--- src/rtl/rst_sync_seq.sv ---
`timescale 1ns/1ps
// rst_sync_seq: reset synchronizer and downstream reset sequencer.
//  - rst_sync_n: rst_n with asynchronous assertion and deassertion
//    synchronized through a SYNC_STAGES-deep flop chain.
//  - core_rst_n: released HOLD_CYCLES clocks after the FSM first sees
//    rst_sync_n high; rst_done pulses for one cycle on every release.
//  - Optional soft reset, enabled by defining RST_SYNC_SEQ_SOFT_RST_EN:
//    adds soft_rst_req / soft_rst_ack. A request seen in RUN re-runs the
//    hold phase without touching rst_sync_n, and soft_rst_ack pulses
//    together with rst_done when the hold phase ends.
//
// state | meaning
// WAIT  | waiting for the synchronized reset to release (state_o 00)
// HOLD  | core reset held low while the hold counter runs (state_o 01)
// RUN   | core reset released, downstream logic running (state_o 10)
module rst_sync_seq #(
    parameter int SYNC_STAGES = 2,
    parameter int HOLD_CYCLES = 4
) (
    input  logic       clk,
    input  logic       rst_n,
`ifdef RST_SYNC_SEQ_SOFT_RST_EN
    input  logic       soft_rst_req,
`endif
    output logic       rst_sync_n,
    output logic       core_rst_n,
    output logic       rst_done,
`ifdef RST_SYNC_SEQ_SOFT_RST_EN
    output logic       soft_rst_ack,
`endif
    output logic [1:0] state_o
);

    // HOLD_CYCLES = 1 still needs a one-bit counter that only ever holds 0.
    localparam int CNT_W = (HOLD_CYCLES > 1) ? $clog2(HOLD_CYCLES) : 1;
    localparam logic [CNT_W-1:0] HOLD_LAST = CNT_W'(HOLD_CYCLES - 1);
    localparam logic [CNT_W-1:0] CNT_ONE   = CNT_W'(1);

    typedef enum logic [1:0] {
        ST_WAIT = 2'b00,
        ST_HOLD = 2'b01,
        ST_RUN  = 2'b10
    } state_t;

    logic [SYNC_STAGES-1:0] sync_q;
    state_t                 state_q;
    state_t                 state_d;
    logic [CNT_W-1:0]       cnt_q;
    logic [CNT_W-1:0]       cnt_d;
    logic                   core_q;
    logic                   core_d;
    logic                   done_q;
    logic                   done_d;
`ifdef RST_SYNC_SEQ_SOFT_RST_EN
    // Remembers that the current hold phase was started by a soft request.
    logic                   soft_q;
    logic                   soft_d;
    logic                   ack_q;
    logic                   ack_d;
`endif

    // Synchronizer chain: cleared asynchronously, shifts in ones after release.
    always_ff @(posedge clk or negedge rst_n) begin
        if (!rst_n) begin
            sync_q <= '0;
        end else begin
            sync_q <= {sync_q[SYNC_STAGES-2:0], 1'b1};
        end
    end

    assign rst_sync_n = sync_q[SYNC_STAGES-1];

    // FSM state and hold counter register.
    always_ff @(posedge clk or negedge rst_n) begin
        if (!rst_n) begin
            state_q <= ST_WAIT;
            cnt_q   <= '0;
        end else begin
            state_q <= state_d;
            cnt_q   <= cnt_d;
        end
    end

    // Next-state logic; the counter stops at HOLD_LAST so it never wraps.
    always_comb begin
        state_d = state_q;
        cnt_d   = cnt_q;
        case (state_q)
            ST_WAIT: begin
                if (rst_sync_n) begin
                    state_d = ST_HOLD;
                    cnt_d   = '0;
                end
            end
            ST_HOLD: begin
                if (cnt_q == HOLD_LAST) begin
                    state_d = ST_RUN;
                    cnt_d   = '0;
                end else begin
                    cnt_d = cnt_q + CNT_ONE;
                end
            end
            ST_RUN: begin
`ifdef RST_SYNC_SEQ_SOFT_RST_EN
                if (soft_rst_req) begin
                    state_d = ST_HOLD;
                    cnt_d   = '0;
                end
`endif
            end
            default: begin
                state_d = ST_WAIT;
                cnt_d   = '0;
            end
        endcase
    end

    // Output logic: next values of the registered outputs, derived from the transition.
    always_comb begin
        core_d = (state_d == ST_RUN);
        done_d = (state_d == ST_RUN) && (state_q != ST_RUN);
`ifdef RST_SYNC_SEQ_SOFT_RST_EN
        soft_d = soft_q;
        if ((state_q == ST_RUN) && (state_d == ST_HOLD)) begin
            soft_d = 1'b1;
        end else if (done_d) begin
            soft_d = 1'b0;
        end
        ack_d = done_d && soft_q;
`endif
    end

    // Registered outputs so downstream resets are glitch-free.
    always_ff @(posedge clk or negedge rst_n) begin
        if (!rst_n) begin
            core_q <= 1'b0;
            done_q <= 1'b0;
`ifdef RST_SYNC_SEQ_SOFT_RST_EN
            soft_q <= 1'b0;
            ack_q  <= 1'b0;
`endif
        end else begin
            core_q <= core_d;
            done_q <= done_d;
`ifdef RST_SYNC_SEQ_SOFT_RST_EN
            soft_q <= soft_d;
            ack_q  <= ack_d;
`endif
        end
    end

    assign core_rst_n = core_q;
    assign rst_done   = done_q;
    assign state_o    = state_q;
`ifdef RST_SYNC_SEQ_SOFT_RST_EN
    assign soft_rst_ack = ack_q;
`endif

endmodule

--- config.mk ---
export PLATFORM = sky130hd
export DESIGN_NAME = rst_sync_seq
export DESIGN_NICKNAME = d
export VERILOG_FILES = /design/src/rtl/rst_sync_seq.sv
export SDC_FILE = /design/constraint.sdc
export NUM_CORES = 1
export LEC_CHECK = 0
export CORE_AREA = 2 2 39 41
export DETAILED_ROUTE_END_ITERATION = 16
export DIE_AREA = 0 0 41 43
export PLACE_DENSITY = 0.49
export SLEW_MARGIN = 30
export SYNTH_ARGS = -nofsm -noshare
export SYNTH_HDL_FRONTEND = slang
export SYNTH_SLANG_ARGS = --single-unit
--- constraint.sdc ---
create_clock -name clk -period 1.24 [get_ports clk]
set_clock_uncertainty 0.15 [all_clocks]
set_input_delay 0.31 -clock clk [delete_from_list [all_inputs] [get_ports clk]]
set_output_delay 0.31 -clock clk [all_outputs]
set_load 0.005 [all_outputs]
==> results.ini <==
[status]
run_status=finished, final reports clean

[synthesis]
yosysUniqueCellTypes=10
syn_nets=27
synth-seq-area-share_pct=65.57
ys_ff_latch=8
mean_cell_area_of_the_mapped_netlist_um2=12.72
postSynthCellCount=24
yosys_warnings=0
synthesis.area_um2=305.3

[setup_path]
timing.critical_path.arrival_ps=750
critical_path_max_stage_delay_ps=380
critPathCaptureType=primary output
critical_path_buf_inv_count=1
crit_slowest_cell=dfrtp_1
required_time_at_the_worst_slack_endpoint_ps=780
worstSetupStartpointType=flip-flop
timing.critical_path.fanout_max=2
timing.setup.critical_path_class=reg2out
critical-path-top-delay-family=flip-flops
cells_traversed_along_the_worst_timing_path=buf_2

[clock_tree]
insertion_delay_ps=240
cts.repair_timing.setup_buffer_count=0
clkSinkCount=8
tritoncts_clock_tree=built
hold_buf_cts=0
master_cell_of_the_clock_root_buffer=clkbuf_4
cts-htree-levels=1
cts_buffer_depth=2
numCtsBuffers=3
cts.reportedPaths.clkPinSlew_ps=50

[sta]
finalHoldWorstSlack_ps=191.1
fin_crit_sh_pct=97.18
setup_repair_after_global_routing_missed_its_margin=yes
final_period_minus_worst_setup_slack_ps=1205
setup_viol_count_final=0
achievable-frequency_mhz=829.9
drv_slew=0
final_hold_viol_count=0

[hold_path]
min-delay-path-class=in2async

[finish]
final_layout_size_suffix_gt1_share_pct=37.84
final_nets=42
post_layout_nonfiller_instances=53
layout_common_cells=dfrtp_1 (8), buf_2 (5), nand2b_1 (4), buf_4 (4)
final_common_cell=dfrtp_1
antenna_cells_inserted=0
postLayoutCoreUtil_pct=30.56
design_area_um2=422.9
layout-area-overhead-vs-synth_pct=38.52

[global_route]
grt_start_max_net_pins=9
grt_pass1_vias=207
track_usage_pct=8.537
grt_overflow=0
grt_antenna_before_repair=0
grt_first_pass_wirelength_um=903

[floorplanning]
die_area_um2=1763
core_area_um2=1384
die_h_um=43
std_cell_rows=14
floorplan.io_pins=7
fp.dieW_um=41
floorplan.initialDensity_pct=22.06

[drt]
routedWlPerCell_um=9.642
num_vias=209
initialDrtViolationCount=1
drt_drc_violations_left=0
drt_first_pass_iters=3
via_per_inst=3.943
number_of_nets_with_antenna_violations_after_routing=0
wl_um=511

[job]
max_cap_viol_count=0

[placed_design]
dp.final_hpwl_um=398.8
io_buffer_count=6
gpl.final_weighted_congestion=0.5781
placed_area_um2=415.4
placedCellCount=50

[power_and_ir_drop]
power.density_nw_per_um2=2285
vdd_drop_max_mv=0.7745
power.leakage_nw=0.2329

-- state kept, by name, summed over array words and instances, names as in the netlist --
register and cells:
cnt_q 2, core_rst_n 1, rst_done 1, state_o 2, sync_q 2
-- worst paths after layout --
kind	from	endpoint	slack [ps]	cells past startpoint
max	state_o[1]$_DFF_PN0_	state_o[1]	30	1
min	rst_n	rst_done$_DFF_PN0_	190	1
max reg2reg	cnt_q[0]$_DFFE_PN0P_	core_rst_n$_DFF_PN0_	30	3
min reg2reg	sync_q[0]$_DFF_PN0_	sync_q[1]$_DFF_PN0_	200	0
max in group asynchronous	rst_n	sync_q[0]$_DFF_PN0_	490	1
min in group clk	sync_q[0]$_DFF_PN0_	sync_q[1]$_DFF_PN0_	200	0
-- cells in the mapped netlist --
cell type  n  area (um^2)
dfrtp_1    8        200.2
nand2b_1   4        25.02
inv_1      3        11.26
a21o_1     2        15.01
o32ai_1    2        17.52
a21oi_1    1        5.000
and3b_1    1        8.760
conb_1     1        3.750
ha_1       1        12.51
nor2b_1    1        6.260
-- area by class of cell --
| class | count | area [um^2] |
|---|---|---|
| timing repair buffer | 10 | 65.06 |
| inverter | 3 | 11.26 |
| multi-input combinational | 13 | 103.9 |
| sequential | 8 | 200.2 |
| fill | 151 | 960.9 |
| clock buffer | 3 | 22.52 |
| tap | 16 | 20.02 |
-- what timing repair did --
action / 4_1_cts / 5_1_grt
setup endpoints to repair: 5 / 6
hold endpoints to repair: 0 / 0
pin swaps: 0 / 0
resized for setup: 19 / 2
-- per-layer routing --
layer / wire, um / global-route usage [%] / up-vias
li1: - / - / 105
met1: 239 / 10.37 / 97
met2: 230 / 10.94 / 7
met3: 41 / 4.712 / 0
met4: 0 / 6.000 / 0
met5: 0 / 0 / -
-- cell families after synthesis --
group	after synthesis	share of synthesized area, %
buffers and inverters	3	3.688
adder cells (fa/ha/maj)	1	4.098
AND/OR/NAND/NOR	6	13.12
AO/OA/AOI/OAI	5	12.29
other	1	1.228
flip-flops	8	65.57
-- where the power goes --
part           internal (mW)  total, mW  switching (mW)
logic                  0.215      0.395           0.180
clock network          0.110      0.186          0.0763
registers              0.347      0.385          0.0385
total                  0.671      0.966           0.295
-- metrics by stage --
stage,total power [mW],worst slack (ps),setup TNS (ps)
floorplan,0.5852,60.01,0
global placement,0.7921,-52.53,-193.9
detailed placement,0.8098,-52.42,-165.3
CTS,0.9549,13.08,0
global route,1.076,-13.32,-30.06
finish,0.9663,34.98,0
Power figures use the tool's default switching activity.
